[src/rtl/imem_arb_pkg.sv]
// Shared types and sizing helpers for the instruction-memory port arbiter.
package imem_arb_pkg;

  typedef enum logic {
    OWN_FETCH = 1'b0,
    OWN_DEBUG = 1'b1
  } owner_t;

  typedef struct packed {
    logic   vld;
    owner_t owner;
    logic   kill;
  } inflight_t;

  localparam int unsigned MAX_WAIT_DEFAULT = 8;
  localparam int unsigned WAIT_W           = $clog2(MAX_WAIT_DEFAULT + 1);

  function automatic int unsigned wait_width(input int unsigned max_wait);
    return $clog2(max_wait + 1);
  endfunction

endpackage

[src/rtl/imem_starve_counter.sv]
// Saturating count of cycles the debug port has waited; raises force_o at the limit.
module imem_starve_counter
  import imem_arb_pkg::*;
#(
  parameter int unsigned MAX_WAIT = 8
) (
  input  logic clk_i,
  input  logic rst_n_i,
  input  logic req_i,
  input  logic grant_i,
  output logic force_o
);

  localparam int unsigned CW = wait_width(MAX_WAIT);
  localparam logic [CW-1:0] CMAX = CW'(MAX_WAIT);

  logic [CW-1:0] cnt_q;

  always_ff @(posedge clk_i or negedge rst_n_i) begin
    if (!rst_n_i) begin
      cnt_q <= '0;
    end else if (req_i && !grant_i) begin
      if (cnt_q != CMAX) cnt_q <= cnt_q + 1'b1;
    end else begin
      cnt_q <= '0;
    end
  end

  assign force_o = req_i && (cnt_q >= CMAX);

endmodule

[src/rtl/imem_port_arbiter.sv]
// Shares a 1-cycle-latency instruction memory between fetch (priority) and debug,
// routing each response back to its issuer and dropping flushed fetch responses.
module imem_port_arbiter
  import imem_arb_pkg::*;
#(
  parameter int unsigned MAX_WAIT = 8,
  parameter int unsigned ADDR_W   = 32
) (
  input  logic              clk_i,
  input  logic              rst_n_i,
  input  logic              f_req_i,
  input  logic [ADDR_W-1:0] f_addr_i,
  output logic              f_grant_o,
  input  logic              f_flush_i,
  output logic              f_valid_o,
  output logic [31:0]       f_instr_o,
  input  logic              d_req_i,
  input  logic [ADDR_W-1:0] d_addr_i,
  output logic              d_grant_o,
  output logic              d_valid_o,
  output logic [31:0]       d_data_o,
  output logic              mem_fetch_o,
  output logic              mem_invalidate_o,
  output logic [ADDR_W-1:0] mem_address_o,
  input  logic [31:0]       mem_instruction_i,
  input  logic              mem_valid_i
);

  logic              force_d;
  logic              resp_live;
  logic [ADDR_W-1:0] last_addr_q;
  inflight_t         inflight_q;

  imem_starve_counter #(
    .MAX_WAIT (MAX_WAIT)
  ) u_starve (
    .clk_i   (clk_i),
    .rst_n_i (rst_n_i),
    .req_i   (d_req_i),
    .grant_i (d_grant_o),
    .force_o (force_d)
  );

  // Grants are gated by reset so an asserted reset zeroes every output at once.
  always_comb begin
    f_grant_o = 1'b0;
    d_grant_o = 1'b0;
    if (rst_n_i) begin
      if (force_d || (d_req_i && !f_req_i)) d_grant_o = 1'b1;
      else if (f_req_i && !f_flush_i)       f_grant_o = 1'b1;
    end
  end

  assign mem_fetch_o      = f_grant_o | d_grant_o;
  assign mem_invalidate_o = 1'b0;
  assign mem_address_o    = d_grant_o ? d_addr_i :
                            f_grant_o ? f_addr_i : last_addr_q;

  always_ff @(posedge clk_i or negedge rst_n_i) begin
    if (!rst_n_i) begin
      last_addr_q <= '0;
      inflight_q  <= '{vld: 1'b0, owner: OWN_FETCH, kill: 1'b0};
    end else begin
      if (mem_fetch_o) last_addr_q <= mem_address_o;
      inflight_q <= '{vld:   mem_fetch_o,
                      owner: d_grant_o ? OWN_DEBUG : OWN_FETCH,
                      kill:  1'b0};
    end
  end

  assign resp_live = mem_valid_i && inflight_q.vld;
  assign f_valid_o = resp_live && (inflight_q.owner == OWN_FETCH) && !inflight_q.kill && !f_flush_i;
  assign d_valid_o = resp_live && (inflight_q.owner == OWN_DEBUG);
  assign f_instr_o = f_valid_o ? mem_instruction_i : '0;
  assign d_data_o  = d_valid_o ? mem_instruction_i : '0;

`ifdef SIMULATION
  a_no_orphan_resp : assert property (@(posedge clk_i) disable iff (!rst_n_i)
    mem_valid_i |-> inflight_q.vld)
    else $error("imem_port_arbiter: mem_valid_i with no read in flight");
`endif

endmodule

[config.mk]
export PLATFORM = sky130hd
export DESIGN_NAME = imem_port_arbiter
export DESIGN_NICKNAME = d
export VERILOG_FILES = /design/src/rtl/imem_arb_pkg.sv /design/src/rtl/imem_starve_counter.sv /design/src/rtl/imem_port_arbiter.sv
export SDC_FILE = /design/constraint.sdc
export NUM_CORES = 1
export LEC_CHECK = 0
export ABC_AREA = 1
export CORE_MARGIN = 4
export CORE_UTILIZATION = 33
export DETAILED_ROUTE_END_ITERATION = 16
export PLACE_DENSITY = 0.9
export REMOVE_ABC_BUFFERS = 1
export SETUP_SLACK_MARGIN = 0.15
export SYNTH_ARGS = -nofsm -noshare
export SYNTH_HDL_FRONTEND = slang
export SYNTH_HIERARCHICAL = 1
export SYNTH_SLANG_ARGS = --single-unit
[constraint.sdc]
create_clock -name clk_i -period 2.2 [get_ports clk_i]
set_clock_uncertainty 0.2 [all_clocks]
set_input_delay 0.44 -clock clk_i [delete_from_list [all_inputs] [get_ports clk_i]]
set_output_delay 0.44 -clock clk_i [all_outputs]
set_load 0.02 [all_outputs]
==> flow_summary.ini, run 1 <==
[sta]
crit_endpoint = mem_address_o[22]
worstEndpointType = output port

[outcome]
outcome = stopped before the end
tool.error = [ERROR DPL-0038] Utilization greater than 100%, impossible to legalize
haltStage = global routing (5_1_grt)

[clocking]
holdBufCountCts = 0
cts_buffers = 5
htree_levels = 2
clockRootBuffer = clkbuf_8
cts_buffer_depth = 2
clkSinkCount = 38

[synth]
yosysTopAreaCell = dfrtp_1
synth.top_cells.by_area = dfrtp_1 (37%), nand3_1 (26%), nor2_1 (10%)
synth.most_common_cell = nand3_1
synth.distinct_cells = 16
ys_ff_latch = 38
syn_inst = 372
yosys_warnings = 6
ys_top_cells_by_count = nand3_1 (132), nor2_1 (68), inv_1 (45)
avgSynthCellArea_um2 = 6.86
synth-seq-area-share = 0.373
synth_top_area_frac = 0.373
async_reset_ff_frac = 1.00
syn-cell-area_um2 = 2550
synth_ff_type = dfrtp_1
synth-edff-count = 0

[floorplanning]
dieHeight_um = 95.9
io_pins = 204
die_x_um = 95.9
initial_core_util = 0.346
row_count = 31

[global_route]
grt_max_degree = 29

[placement]
port_buffers = 202
hpwlAfterDp_um = 8750
pre_cts_ws_ns = -0.710
gp_congestion = 0.842
-- stage by stage --
step           cell area (µm²)   util  std cells
4_1_cts                   6510  0.884        774
2_1_floorplan             2390      -        343
3_5_place_dp              5160  0.700        712
3_3_place_gp              5160  0.700        712
-- timing repair --
action                                  in CTS
setup buffers                               38
endpoints found under the setup margin     101
hold endpoints to repair                     0
resized for setup                          634
cloned                                      16
pin swaps                                   60
-- kinds of logic after synthesis --
group | count (synthesis) | share of synthesized area
buf+inv | 77 | 0.133
simple gates | 254 | 0.483
other cells | 1 | 0.00147
fa+ha+maj | 2 | 0.00981
flops | 38 | 0.373
==> inputs of run 2 (changes only) <==
Settings changed: PLACE_DENSITY 0.9 to default, PLACE_DENSITY_LB_ADDON from default to 0.15, SETUP_SLACK_MARGIN 0.15 to default.
==> run 2 against run 1 <==
The flow now finishes, with violations (negative setup slack); area after synthesis is the same; synthesized cell count unchanged.
==> flow_summary.ini, run 2 <==
[finish]
multi_input_area_um2 = 2160
drive_gt1_frac = 0.492
antenna_cells = 0
final_cell_mix = clkdlybuf4s50_1 (96), buf_4 (85), nor2_1 (66), nand3_4 (49), nand3_2 (47)
top_regs = last_addr_q: 32 flops, u_starve/cnt_q: 4 flops, inflight_q: 2 flops
finish.utilization = 0.901
regArea_um2 = 951
areaGrowthSynthToFinish_pct = 160
fillers = 283
regMostFlops = last_addr_q
final_common_cell = clkdlybuf4s50_1
nNetsFinal = 774
largest_reg_flops = 32

[power_and_ir_drop]
pwr_density_cell_nw_per_um2 = 424
power.total_mw = 2.81
peakVddDrop_mv = 0.392
p_leak_nw = 3.36

[placement]
gp_congestion = 0.815
pre_cts_ws_ns = -0.751
port_buffers = 202
hpwlAfterDp_um = 8720

[synth]
synth-seq-area-share = 0.373
yosys_warnings = 6
synth-edff-count = 0
syn-cell-area_um2 = 2550
synth.top_cells.by_area = dfrtp_1 (37%), nand3_1 (26%), nor2_1 (10%)
async_reset_ff_frac = 1.00
ys_top_cells_by_count = nand3_1 (132), nor2_1 (68), inv_1 (45)
ys_ff_latch = 38
syn_inst = 372
synth_ff_type = dfrtp_1
yosysTopAreaCell = dfrtp_1
avgSynthCellArea_um2 = 6.86
synth.distinct_cells = 16
synth.most_common_cell = nand3_1
synth_top_area_frac = 0.373

[global_route]
grt_pass1_vias = 3850
grt_max_degree = 36
grt_usage = 0.262
grt_pass1_wl_um = 18700
gr-total-overflow = 0
antenna_found_initial = 0

[floorplanning]
io_pins = 204
die_x_um = 95.9
row_count = 31
dieArea_um2 = 9200
dieHeight_um = 95.9
initial_core_util = 0.346
core_area_um2 = 7370

[setup_path]
path_class = reg -> out
crit_slowest_cell = dfrtp_1
cp.required_ns = 1.56
start_kind = register
crit_path_max_fanout = 6
end_kind = output pin
path_cells = nand2_2 -> inv_2 -> inv_4 -> buf_8 -> buf_12 -> nand4_1 -> nand3_2 -> buf_6
max_stage_delay_ns = 0.41
crit_arrival_ns = 1.71

[clocking]
clockRootBuffer = clkbuf_8
insertion_delay_ns = 0.29
cts_tree = yes
clkTransAtPathRegs_ns = 0.08
holdBufCountCts = 0
clkSinkCount = 38
cts_buffer_depth = 2
htree_levels = 2
cts_buffers = 5

[outcome]
violations = negative setup slack
outcome = complete, but fails checks

[route]
drtPass1Iterations = 5
vias = 4442
route.detailed.drc = 0
routed_wl_um = 18200
antenna_left = 0
drt-wirelength-per-cell_um = 23.6
vias_per_cell = 5.77
first_iter_violations = 369

[sta]
finalHoldViolations = 0
setup_viol = 36
whs_ns = 0.0423
clock.fmax_ghz = 0.425
min_period_over_period = 1.07
finalMaxSlewViolations = 0
setup_ws_ns = -0.154
finalCriticalPeriod_ns = 2.35
grt_setup_unrepaired = true

[hold_path]
min_path_type = in -> async

[flow_run]
maxCapViolCount = 0
-- run 2: logic make-up (layout without fill, tap and decap cells) --
family | count (synthesis) | after routing | share of synthesized area
fa+ha+maj | 2 | 2 | 0.00981
buf+inv | 77 | 376 | 0.133
other cells | 1 | 1 | 0.00147
simple gates | 254 | 254 | 0.483
flops | 38 | 38 | 0.373
-- run 2: stage by stage --
| stage | cell area, µm² | instances | TNS, ns |
|---|---|---|---|
| 4_1_cts | 5990 | 747 | -0.228 |
| 3_3_place_gp | 5230 | 722 | -53.44 |
| 6_report | 6640 | 770 | -2.61 |
| 2_1_floorplan | 2390 | 343 | -15.80 |
| 5_1_grt | 6640 | 770 | -4.36 |
| 3_5_place_dp | 5230 | 722 | -56.62 |
-- run 2: worst max-delay path: cells and delay by family (launching register included) --
family,cells,cell delay [ns]
buffers and inverters,5,0.54
DFF,1,0.41
and+or+nand+nor,3,0.46
-- run 2: where the power goes --
group,internal (mW),total [mW],switching (mW)
Clock,0.254,0.521,0.268
Sequential,0.803,0.899,0.0965
Combinational,0.700,1.39,0.694
-- run 2: area by class of cell --
class                      count  share of cell area
sequential                    38               0.143
inverter                      48              0.0275
tap                           99              0.0187
timing repair buffer         320               0.471
multi-input combinational    257               0.325
clock inverter                 1            0.000754
clock buffer                   7              0.0130
-- run 2: timing repair --
item | CTS | global route
pin swaps | 18 | 34
endpoints found under the hold margin | 0 | 0
buffers inserted | 11 | 14
cloned | 6 | 9
endpoints found under the setup margin | 101 | 90
resized for setup | 399 | 193
-- run 2: layer usage --
layer  global-route usage  up-vias  share of wire
met2                0.499      401           0.50
met4               0.0924        0          0.068
met1                0.271     2074           0.32
met5                    0        -              0
met3               0.0727      112           0.11
li1                     -     1855              -
-- run 2: path summary, 6_finish.rpt --
check,endpoint,slack (ns),cells after the start,start
min in group clk_i,last_addr_q[3]$_DFFE_PN0P_,0.35,2,last_addr_q[3]$_DFFE_PN0P_
max in group asynchronous,last_addr_q[5]$_DFFE_PN0P_,1.35,3,rst_n_i
hold / removal,last_addr_q[14]$_DFFE_PN0P_,0.04,2,rst_n_i
hold reg to reg,last_addr_q[3]$_DFFE_PN0P_,0.35,2,last_addr_q[3]$_DFFE_PN0P_
setup reg to reg,u_starve/cnt_q[1]$_DFFE_PN0P_,0.25,13,u_starve/cnt_q[3]$_DFFE_PN0P_
setup / recovery,mem_address_o[5],-0.15,8,u_starve/cnt_q[3]$_DFFE_PN0P_
(Power assumes the default switching activity.)
==> inputs of run 3 (changes only) <==
Settings changed: CTS_BUF_LIST from default to sky130_fd_sc_hd__clkbuf_16, PLACE_DENSITY from default to 0.91, PLACE_DENSITY_LB_ADDON 0.15 to default.
==> run 3 against run 2 <==
The flow still finishes with violations (negative setup slack); die area stayed put; register-to-register slack worse by 0.21 ns; via count is 7.9% lower; sequential cell count stayed put; sequential share of layout area is 0.96 points higher; non-clock buffer count is 6 lower; total power is 4.2% higher; fmax is 3.9% higher; critical endpoint is now mem_address_o[0].
==> flow_summary.ini, run 3 (same netlist as run 2, synthesis figures left out) <==
[clocking]
clkSinkCount = 38
cts_tree = yes
cts_buffer_depth = 2
insertion_delay_ns = 0.27
cts_buffers = 5
clockRootBuffer = clkbuf_16
clkTransAtPathRegs_ns = 0.07
htree_levels = 2

[finish]
fillers = 422
multi_input_area_um2 = 1780
nNetsFinal = 768
regArea_um2 = 951
final_common_cell = clkdlybuf4s50_1
areaGrowthSynthToFinish_pct = 144
largest_reg_flops = 32
final_cell_mix = clkdlybuf4s50_1 (96), buf_4 (83), nand3_2 (70), nor2_1 (65), nand3_1 (53)
drive_gt1_frac = 0.457
design_area_um2 = 6220
finish.utilization = 0.844
top_regs = last_addr_q: 32 flops, u_starve/cnt_q: 4 flops, inflight_q: 2 flops
antenna_cells = 0
fin_cells = 764
regMostFlops = last_addr_q

[outcome]
violations = negative setup slack
outcome = complete, but fails checks

[setup_path]
critPathBufInv = 5
ff2ff_path_depth = 13
path_class = reg -> out
start_kind = register
end_kind = output pin
crit_path_max_fanout = 14
crit_end = mem_address_o[0]
max_stage_delay_ns = 0.38
cp.required_ns = 1.56
crit_slowest_cell = dfrtp_1
path_delay_family = buffers and inverters
crit_arrival_ns = 1.62
path_depth = 8
setup.worst_path.start = u_starve/cnt_q[3]$_DFFE_PN0P_
rrSetupSlack_ns = 0.04
r2r-start = u_starve/cnt_q[3]$_DFFE_PN0P_
r2r-end = last_addr_q[28]$_DFFE_PN0P_
path_cells = nand2_1 -> inv_1 -> inv_2 -> buf_8 -> buf_12 -> nand4_1 -> nand3_2 -> buf_6

[hold_path]
min_path_type = in -> async

[global_route]
grt_pass1_vias = 4017
grt_max_degree = 42
antenna_found_initial = 0
gr-total-overflow = 0
grt_pass1_wl_um = 19500
grt_usage = 0.274

[sta]
min_period_over_period = 1.03
clock.fmax_ghz = 0.442
setup_ws_ns = -0.0649
finalCriticalPeriod_ns = 2.26
setup_viol = 13
finalHoldViolations = 0
grt_setup_unrepaired = true
finalMaxSlewViolations = 0

[floorplanning]
dieArea_um2 = 9200
io_pins = 204
die_x_um = 95.9
dieHeight_um = 95.9
row_count = 31
core_area_um2 = 7370
initial_core_util = 0.346

[placement]
hpwlAfterDp_um = 8830
pre_cts_ws_ns = -0.743
placed_area_um2 = 5140
port_buffers = 202
gp_congestion = 0.806
place_inst = 709

[route]
vias = 4090
first_iter_violations = 242
route.detailed.drc = 0
routed_wl_um = 15400
drtPass1Iterations = 4
antenna_left = 0
drt-wirelength-per-cell_um = 20.1
vias_per_cell = 5.35

[power_and_ir_drop]
swShare = 0.332
power_frac_clock = 0.280
comb_power_share = 0.423
peakVddDrop_mv = 0.500
p_leak_nw = 3.30
p_switching_uw = 973
power.total_mw = 2.93
seq_power_share = 0.297
p_int_mw = 1.96
pwr_density_cell_nw_per_um2 = 471

[flow_run]
maxCapViolCount = 0
-- run 3: worst min path at each step --
stage | endpoint | cells after the start
2_1_floorplan | inflight_q[1]$_DFF_PN0_ | 0
3_3_place_gp | last_addr_q[27]$_DFFE_PN0P_ | 2
3_5_place_dp | last_addr_q[27]$_DFFE_PN0P_ | 2
4_1_cts | last_addr_q[27]$_DFFE_PN0P_ | 2
5_1_grt | last_addr_q[7]$_DFFE_PN0P_ | 2
6_report | last_addr_q[7]$_DFFE_PN0P_ | 2
-- run 3: metrics by stage --
stage	hold WS, ns	setup TNS, ns
final	0.0258	-0.321
after detailed placement	0.255	-56.39
after floorplan	-0.0556	-15.80
after CTS	0.00729	-0.0225
after global routing	0.0194	-2.16
after global placement	0.259	-54.05
-- run 3: cell type report --
class,count,area share
Timing Repair Buffer,314,0.486
Multi-Input combinational cell,257,0.285
Sequential cell,38,0.153
Inverter,48,0.0290
Clock buffer,5,0.0201
Tap cell,99,0.0199
Clock inverter,3,0.00643
-- run 3: what timing repair did --
| item | CTS | global route |
|---|---|---|
| endpoints found under the setup margin | 101 | 92 |
| pin swaps | 14 | 44 |
| gates cloned | 7 | 4 |
| buffers inserted | 27 | 12 |
| resized for setup | 431 | 138 |
| hold buffers | 0 | 0 |
-- run 3: metal layers --
metal / wire length, µm / global-route usage / vias up
li1: - / - / 1839
met1: 4920 / 0.266 / 1908
met2: 8270 / 0.528 / 273
met3: 1400 / 0.0711 / 70
met4: 802 / 0.135 / 0
met5: 0 / 0 / -
-- run 3: power by group through the flow --
| stage | clock [mW] | combinational, mW | sequential, mW |
|---|---|---|---|
| 5_1_grt | 0.857 | 1.30 | 0.880 |
| 4_1_cts | 0.813 | 1.06 | 0.843 |
| 6_report | 0.821 | 1.24 | 0.872 |
| 2_1_floorplan | 0 | 0.395 | 0.837 |
| 3_3_place_gp | 0 | 0.955 | 0.842 |
| 3_5_place_dp | 0 | 0.978 | 0.849 |
